--- config.mk ---
export PLATFORM = sky130hd
export DESIGN_NAME = mem_port_arbiter
export DESIGN_NICKNAME = d
export VERILOG_FILES = /design/src/rtl/mem_port_arbiter_pkg.sv /design/src/rtl/mem_port_arbiter_sat_counter.sv /design/src/rtl/mem_port_arbiter.sv
export SDC_FILE = /design/constraint.sdc
export NUM_CORES = 1
export LEC_CHECK = 0
export ABC_AREA = 0
export CORE_AREA = 2 2 120 122
export CTS_CLUSTER_DIAMETER = 40
export DETAILED_ROUTE_END_ITERATION = 8
export DIE_AREA = 0 0 122 124
export DONT_BUFFER_PORTS = 1
export PLACE_DENSITY = 0.49
export REMOVE_ABC_BUFFERS = 1
export SYNTH_ARGS = -nofsm -noshare
export SYNTH_HDL_FRONTEND = slang
export SYNTH_SLANG_ARGS = --single-unit
--- constraint.sdc ---
create_clock -name clk -period 3.2 [get_ports clk]
set_input_delay 0 -clock clk [delete_from_list [all_inputs] [get_ports clk]]
set_output_delay 0 -clock clk [all_outputs]
set_load 0.05 [all_outputs]
--- src/rtl/mem_port_arbiter_pkg.sv ---
// rtl/mem_port_arbiter_pkg.sv - shared types and default widths for the data-memory port arbiter
//
// Contents:
//   arb_state_t    : arbiter FSM state (IDLE = 1'b0, SECOND = 1'b1)
//   MEM_ADDR_W_DEF : default memory address width, shared with the EX/MEM register
//   MEM_DATA_W_DEF : default memory data width, shared with the EX/MEM register
package mem_port_arbiter_pkg;

    typedef enum logic {
        IDLE   = 1'b0,
        SECOND = 1'b1
    } arb_state_t;

    localparam int MEM_ADDR_W_DEF = 32;
    localparam int MEM_DATA_W_DEF = 32;

endpackage

--- src/rtl/mem_port_arbiter_sat_counter.sv ---
// rtl/mem_port_arbiter_sat_counter.sv - saturating incrementer with synchronous active-low clear
//
// Module sat_counter
// Parameters:
//   W   : counter width
// Ports:
//   clk : rising-edge clock
//   rst : synchronous active-low clear
//   inc : add one this cycle (ignored once the count is all-ones)
//   cnt : current count
module sat_counter #(
    parameter int W = 16
) (
    input  logic         clk,
    input  logic         rst,
    input  logic         inc,
    output logic [W-1:0] cnt
);

    always_ff @(posedge clk) begin
        if (!rst) begin
            cnt <= '0;
        end else if (inc && (cnt != {W{1'b1}})) begin
            cnt <= cnt + 1'b1;
        end
    end

endmodule

--- src/rtl/mem_port_arbiter.sv ---
// rtl/mem_port_arbiter.sv - shares one data-memory port between the two dual-issue EX/MEM lanes
//
// Optional feature macro: MEM_ARB_READ_PAIR_EN
//   defined     : two reads to the same address in one cycle are served together, no stall
//   not defined : every paired access is serialized over two cycles
//
// Parameters:
//   ADDR_W, DATA_W : memory address / data width
//   CNT_W          : width of the saturating stall counter
// Ports:
//   clk, rst                         : clock, synchronous active-low reset
//   rd_en0/wr_en0/addr0/wdata0       : lane 0 (older instruction) request
//   rd_en1/wr_en1/addr1/wdata1       : lane 1 (younger instruction) request
//   mem_addr/mem_wdata/mem_re/mem_we : memory port request
//   mem_rdata                        : asynchronous memory read data
//   rdata0/rdata1                    : per-lane load result to MEM/WB
//   stall                            : freezes PC, IF/ID, ID/EX and EX/MEM
//   stall_cnt                        : number of stall cycles inserted
module mem_port_arbiter
    import mem_port_arbiter_pkg::*;
#(
    parameter int ADDR_W = MEM_ADDR_W_DEF,
    parameter int DATA_W = MEM_DATA_W_DEF,
    parameter int CNT_W  = 16
) (
    input  logic              clk,
    input  logic              rst,
    input  logic              rd_en0,
    input  logic              wr_en0,
    input  logic [ADDR_W-1:0] addr0,
    input  logic [DATA_W-1:0] wdata0,
    input  logic              rd_en1,
    input  logic              wr_en1,
    input  logic [ADDR_W-1:0] addr1,
    input  logic [DATA_W-1:0] wdata1,
    output logic [ADDR_W-1:0] mem_addr,
    output logic [DATA_W-1:0] mem_wdata,
    output logic              mem_re,
    output logic              mem_we,
    input  logic [DATA_W-1:0] mem_rdata,
    output logic [DATA_W-1:0] rdata0,
    output logic [DATA_W-1:0] rdata1,
    output logic              stall,
    output logic [CNT_W-1:0]  stall_cnt
);

    arb_state_t        state_q;
    arb_state_t        eff_state;
    logic [DATA_W-1:0] hold_q;
    logic              acc0;
    logic              acc1;
    logic              pair_read;
    logic              serve0;
    logic              serve1;

    assign acc0 = rd_en0 | wr_en0;
    assign acc1 = rd_en1 | wr_en1;

    // While reset is asserted the port already behaves as in IDLE, so a
    // pending second-half access (lane 1) is never issued in the reset cycle.
    assign eff_state = rst ? state_q : IDLE;

`ifdef MEM_ARB_READ_PAIR_EN
    assign pair_read = rd_en0 & rd_en1 & ~wr_en0 & ~wr_en1 & (addr0 == addr1);
`else
    assign pair_read = 1'b0;
`endif

    // A same-address read pair rides on lane 0's access; both lanes take mem_rdata.
    assign stall  = (eff_state == IDLE) & acc0 & acc1 & ~pair_read;
    assign serve0 = (eff_state == IDLE) & acc0;
    assign serve1 = ((eff_state == IDLE) & ~acc0 & acc1) | ((eff_state == SECOND) & acc1);

    always_comb begin
        mem_addr  = '0;
        mem_wdata = '0;
        mem_re    = 1'b0;
        mem_we    = 1'b0;
        if (serve0) begin
            mem_addr  = addr0;
            mem_wdata = wdata0;
            mem_we    = wr_en0;
            mem_re    = rd_en0 & ~wr_en0;
        end else if (serve1) begin
            mem_addr  = addr1;
            mem_wdata = wdata1;
            mem_we    = wr_en1;
            mem_re    = rd_en1 & ~wr_en1;
        end
    end

    assign rdata0 = (eff_state == SECOND) ? hold_q : mem_rdata;
    assign rdata1 = mem_rdata;

    always_ff @(posedge clk) begin
        if (!rst) begin
            state_q <= IDLE;
            hold_q  <= '0;
        end else begin
            case (state_q)
                IDLE: begin
                    if (stall) begin
                        hold_q  <= mem_rdata;
                        state_q <= SECOND;
                    end
                end
                SECOND: begin
                    state_q <= IDLE;
                end
                default: begin
                    state_q <= IDLE;
                end
            endcase
        end
    end

    sat_counter #(
        .W (CNT_W)
    ) u_stall_cnt (
        .clk (clk),
        .rst (rst),
        .inc (stall),
        .cnt (stall_cnt)
    );

endmodule

==> results of run 1 <==
==> flip-flops by register name, indices dropped and copies added (netlist names) <==
register and flops:
hold_q 32, state_q 1, u_stall_cnt.cnt 16
==> Yosys cell counts (all sizes together) (2+ instances only) <==
master and count:
nor2 4, or3 4, dfxtp 49, a22o 65, buf 35, o21ai 7
o31ai 8, or4 11, mux2i 2, mux2 32, nor4 4, clkbuf 30
nand2 73, a21oi 46, nand3 7, or2 2, nand4 5, nor3 2
inv 4
==> power groups by stage <==
stage	combinational (mW)	clock, mW	sequential [mW]
floorplan	0.672	0	0.683
global placement	0.757	0	0.677
detailed placement	0.758	0	0.678
CTS	0.792	0.713	0.664
global route	0.829	0.743	0.670
finish	0.790	0.689	0.664
==> timing repair <==
item	CTS	global route
setup buffers	0	0
hold buffers	33	0
hold endpoints to repair	34	0
endpoints found under the setup margin	0	0
==> final cells by class <==
| cell class | count | area [um2] | area share [%] |
|---|---|---|---|
| clock buffer | 5 | 125 | 3.34 |
| clock inverter | 3 | 65.1 | 1.74 |
| inverter | 4 | 15.0 | 0.401 |
| multi-input combinational | 280 | 1900 | 50.7 |
| sequential | 49 | 981 | 26.2 |
| tap | 180 | 225 | 6.01 |
| timing repair buffer | 47 | 435 | 11.6 |
==> cells by family (layout without fill, tap and decap cells) <==
logic type,after synthesis,after routing,share of synthesized area [%]
mux,34,34,11.7
simple gates,114,114,16.6
flops,49,49,30.3
buf+inv,69,59,12.0
fa+ha+maj,1,1,0.386
compound gates,131,131,29.1
==> worst max-delay path, cell delays in order (launching register included) <==
cell     delay [ns]
dfxtp_1        0.76
nand4_2        0.27
or4_1          0.66
or4_1          0.52
a21oi_1        0.14
==> final timing paths <==
check / startpoint / to / slack (ns) / depth (start not counted)
worst max-delay path: u_stall_cnt.cnt[3] / u_stall_cnt.cnt[11] / 0.76 / 4
worst min-delay path: mem_rdata[5] / rdata1[5] / 0.00002 / 0
worst max register to register: u_stall_cnt.cnt[3] / u_stall_cnt.cnt[11] / 0.76 / 4
worst min register to register: hold_q[22] / hold_q[22] / 0.45 / 2
==> through the flow <==
stage / utilization, % / worst slack [ns]
after floorplan: - / -2.42
after global placement: 23.5 / 0.843
after detailed placement: 23.5 / 0.829
after CTS: 27.3 / 0.806
after global routing: 27.3 / 0.565
final: 27.3 / 0.758
==> per-layer routing <==
| layer | wire length (um) | track usage [%] |
|---|---|---|
| met1 | 4740 | 17.8 |
| met2 | 5620 | 22.2 |
| met3 | 1250 | 5.49 |
| met4 | 76 | 2.59 |
| met5 | 0 | 0 |
==> flow_summary.ini, run 1 <==
[min_path]
hp-class = in -> out

[synthesis]
netlist_area_um2 = 3240
synth_cell_types = 32
synth_top_area_cell = dfxtp_1
synth-seq-cells = 49
syn_inst = 398
async_flop_share_pct = 0
ys_seq_area_share_pct = 30.3
synth_top_cell_area_share_pct = 30.3
yosysWarnings = 0
synthFlopType = dfxtp_1
synth_edf_count = 0
netlist_top_cells_area = dfxtp_1, a22o_1, mux2_2, nand2_1, buf_4
synth.avg_cell_area_um2 = 8.15

[power_and_ir_drop]
leakage_nw = 1.33
p_seq_share_pct = 31.0
p_comb_share_pct = 36.9
p_sw_share_pct = 41.1
p_int_mw = 1.26
clkPwrFrac_pct = 32.2
power.total_mw = 2.14
powerDensity_nw_per_um2 = 572
switching_power_uw = 881
ir_worst_vdd_mv = 0.169

[layout]
n_fill_cell = 1467
area_delta_synth_final_pct = 15.6
final_cell_mix = nand2_1, a22o_1, dfxtp_1, a21oi_1, dlygate4sd3_1
drive_gt1_share_pct = 16.0
final_common_cell = nand2_1
final_nets = 554
fin_cells = 568
fin_area_um2 = 3750
antennaDiodeCount = 0

[clock_tree]
ctsRootBufferMaster = clkbuf_16
numCtsBuffers = 5
clk_path_buf_depth = 2
cts_tree = built
htreeDepth = 2
path_clk_slew_ns = 0.07
cts_sinks = 49
clkLatencyLatePin_ns = 0.29
cts_resized = 0

[timing]
fin_crit_ns = 2.44
hold_ws_ns = 0.0000198
setup_viol = 0
skew_ns = 0.00493
maxSlewHeadroom_pct = 24.1
hold_viol_final = 0
setup_tns_ns = 0
grt_setup_unrepaired = no
max_freq_mhz = 410
drv_slew = 0
tightest_slew_ns = 1.14
period_share_pct = 76.3

[floorplan]
core_area_um2 = 13700
ioPinCount = 313
die_x_um = 122
die_y_um = 124
start_util_pct = 23.6
die_area_um2 = 15100
rows = 43

[critical_path]
critPathLaunchType = flop
arrival_ns = 2.65
cp-end-kind = flop
worstPathRequired_ns = 3.41
worstSetupPathType = reg -> reg
critPathMaxFanout = 7

[drt]
drt-vias-per-instance = 5.38
vias = 3055
finalWirelength_um = 11700
ant_nets = 0
first_pass_iters = 4
wl_per_cell_um = 20.6
drtIter0Drc = 263
post-route-drc-count = 0

[global_route]
antenna_found_initial = 0
grt_pass1_vias = 2631
grt_pass1_wl_um = 15700
grt_overflow = 0
grt_max_degree = 65
grt_use_total_pct = 13.9

[run]
cap_violations = 0

[status]
status = finished, final reports clean

[placement]
place_congestion = 0.815
placed_cell_area_um2 = 3230
port-buffer-count = 0
hpwl_um = 8890
dp.cells = 527
No activity file was read; power rests on OpenSTA's default activity.
==> run 2, diff against run 1 <==
- ABC_AREA: 0 -> 1
- CORE_AREA: 2 2 120 122 -> 2 2 121 123
- DIE_AREA: 0 0 122 124 -> 0 0 123 125
- PLACE_DENSITY: 0.49 -> 0.51
- clock period: 3.2 -> 2.38 ns (I/O delays scaled with it)
==> run 2 against run 1 <==
Effect of this change:
- non-clock buffer count rose by 64
- cell count rose by 56%
- flip-flop and latch count did not move
- critical path type is now reg -> out
- critical endpoint is now mem_wdata[28]
==> flow_summary.ini, run 2 <==
[layout]
area_delta_synth_final_pct = 34.8
antennaDiodeCount = 0
final_nets = 870
final_cell_mix = nand2_1, nor2_1, nand3_1, buf_4, dfxtp_1
drive_gt1_share_pct = 14.6
final_common_cell = nand2_1
fin_cells = 888
largest_reg_flops = 32
regMostFlops = hold_q
largestRegisters = hold_q: 32 flops, u_stall_cnt.cnt: 16 flops, state_q: 1 flops
fin_util_pct = 34.8

[floorplan]
die_area_um2 = 15400
rows = 44
core_area_um2 = 14200
die_y_um = 125
start_util_pct = 25.8
ioPinCount = 313
die_x_um = 123

[min_path]
hold_end = rdata1[1]
hp-class = in -> out
hp-start = mem_rdata[1]
hold_depth = 0

[global_route]
grt_pass1_wl_um = 19000
grt_max_degree = 61
grt_pass1_vias = 3764
antenna_found_initial = 0
grt_use_total_pct = 15.6
grt_overflow = 0

[clock_tree]
htreeDepth = 2
post_cts_buffers = 0
cts_tree = built
cts_resized = 0
clkLatencyLatePin_ns = 0.29
ctsRootBufferMaster = clkbuf_16
clk_path_buf_depth = 2
hold_buffers = 33
path_clk_slew_ns = 0.07
numCtsBuffers = 5
cts_sinks = 49

[critical_path]
r2r_end = u_stall_cnt.cnt[13]
crit_top_cell = nand2_1
crit_buf_inv = 2
slowest_delay_ns = 0.37
r2r_cells = 8
cp-end-kind = primary output
critPathMaxFanout = 36
rr_startpoint = state_q
crit_chain = nand2_4 -> inv_2 -> nor2_4 -> buf_12 -> nand2_1 -> nand2_1
worstSetupPathType = reg -> out
critPathLaunchType = flop
worstPathRequired_ns = 2.38
crit_family = simple AND/OR/NAND/NOR gates
arrival_ns = 2.13
rrSetupSlack_ns = 0.63
cp_slowest_cell = nor2_4

[synthesis]
synth_cell_types = 24
synthFlopType = dfxtp_1
synth.avg_cell_area_um2 = 5.60
ys_top_cells_by_count = nand2_1, nor2_1, nand3_1
netlist_area_um2 = 3670
synth_edf_count = 0
async_flop_share_pct = 0
yosysMostFrequentCell = nand2_1
synth_top_cell_area_share_pct = 27.5
netlist_top_cells_area = nand2_1, dfxtp_1, nand3_1, nor2_1, buf_4
yosysWarnings = 0
syn_inst = 655
synth-seq-cells = 49
ys_seq_area_share_pct = 26.8
synth_top_area_cell = nand2_1

[timing]
grt_setup_unrepaired = no
max_freq_mhz = 471
setup_tns_ns = 0
maxSlewHeadroom_pct = 60.1
fin_crit_ns = 2.13
skew_ns = 0.00587
period_share_pct = 89.3
hold_viol_final = 0
drv_slew = 0
setup_viol = 0
tightest_slew_ns = 0.598

[placement]
port-buffer-count = 0
hpwl_um = 9680
dp.cells = 847
place_congestion = 0.820

[run]
cap_violations = 0

[drt]
post-route-drc-count = 0
finalWirelength_um = 13100
drt-vias-per-instance = 4.73
vias = 4198
wl_per_cell_um = 14.8
drtIter0Drc = 197
first_pass_iters = 4
ant_nets = 0

[power_and_ir_drop]
ir_worst_vdd_mv = 0.357
leakage_nw = 2.43
powerDensity_nw_per_um2 = 655

[status]
status = finished, final reports clean
==> run 2: changes by cell type after synthesis, sizes merged, moves of 8 or more <==
cell and delta:
nand2 +197, nor2 +106, nand3 +73, a22o -65
a21oi -32, mux2 -32, o21ai +29, buf +27
clkbuf -22, inv +14, or4 -11, o31ai -8
==> run 2: layer usage <==
layer / wire length, um / up-vias / GRT usage (%)
li1: - / 2120 / -
met4: 267 / 0 / 4.88
met5: 0 / - / 0
met3: 1390 / 19 / 4.97
met2: 6480 / 180 / 27.9
met1: 5000 / 1879 / 17.3
==> run 2: power breakdown <==
group          internal (mW)  leakage [nW]  total, mW  switching [mW]
sequential             0.885         0.403      0.916          0.0308
combinational          0.412          1.93       1.39           0.980
clock                  0.606        0.0944      0.930           0.324
==> run 2: worst max path at each step <==
stage,from,end,slack (ns),cells past startpoint
after global routing,state_q,mem_wdata[22],0.07,6
after CTS,state_q,mem_wdata[28],0.20,6
after global placement,state_q,mem_wdata[22],0.56,6
final,state_q,mem_wdata[28],0.25,6
after floorplan,state_q,mem_re,-1.34,5
after detailed placement,state_q,mem_wdata[28],0.52,6
==> run 2: cells by family (layout without fill, tap and decap cells) <==
group,Yosys count,count (layout),synth area share (%)
buffers and inverters,88,137,13.3
XOR/XNOR,1,1,0.239
AND/OR/NAND/NOR,465,465,52.3
flip-flops,49,49,26.8
adder cells (fa/ha/maj),1,1,0.341
AO/OA/AOI/OAI,51,51,7.10
==> run 2: layout make-up <==
type / instances / area [um2]
Multi-Input combinational cell: 518 / 2210
Clock inverter: 3 / 68.8
Inverter: 18 / 67.6
Sequential cell: 49 / 981
Timing Repair Buffer: 111 / 1260
Fill cell: 1562 / 9260
Clock buffer: 5 / 125
Tap cell: 184 / 230
==> run 2: stage by stage <==
step	hold slack (ns)	cell area, um2	setup WS (ns)	total power, mW
2_1_floorplan	0	3250	-1.34	1.86
3_3_place_gp	0.000365	4410	0.562	2.28
3_5_place_dp	0.000364	4410	0.525	2.28
4_1_cts	0.000358	4940	0.202	3.27
5_1_grt	0.0000550	4940	0.0676	3.38
6_report	0.0000198	4940	0.255	3.24
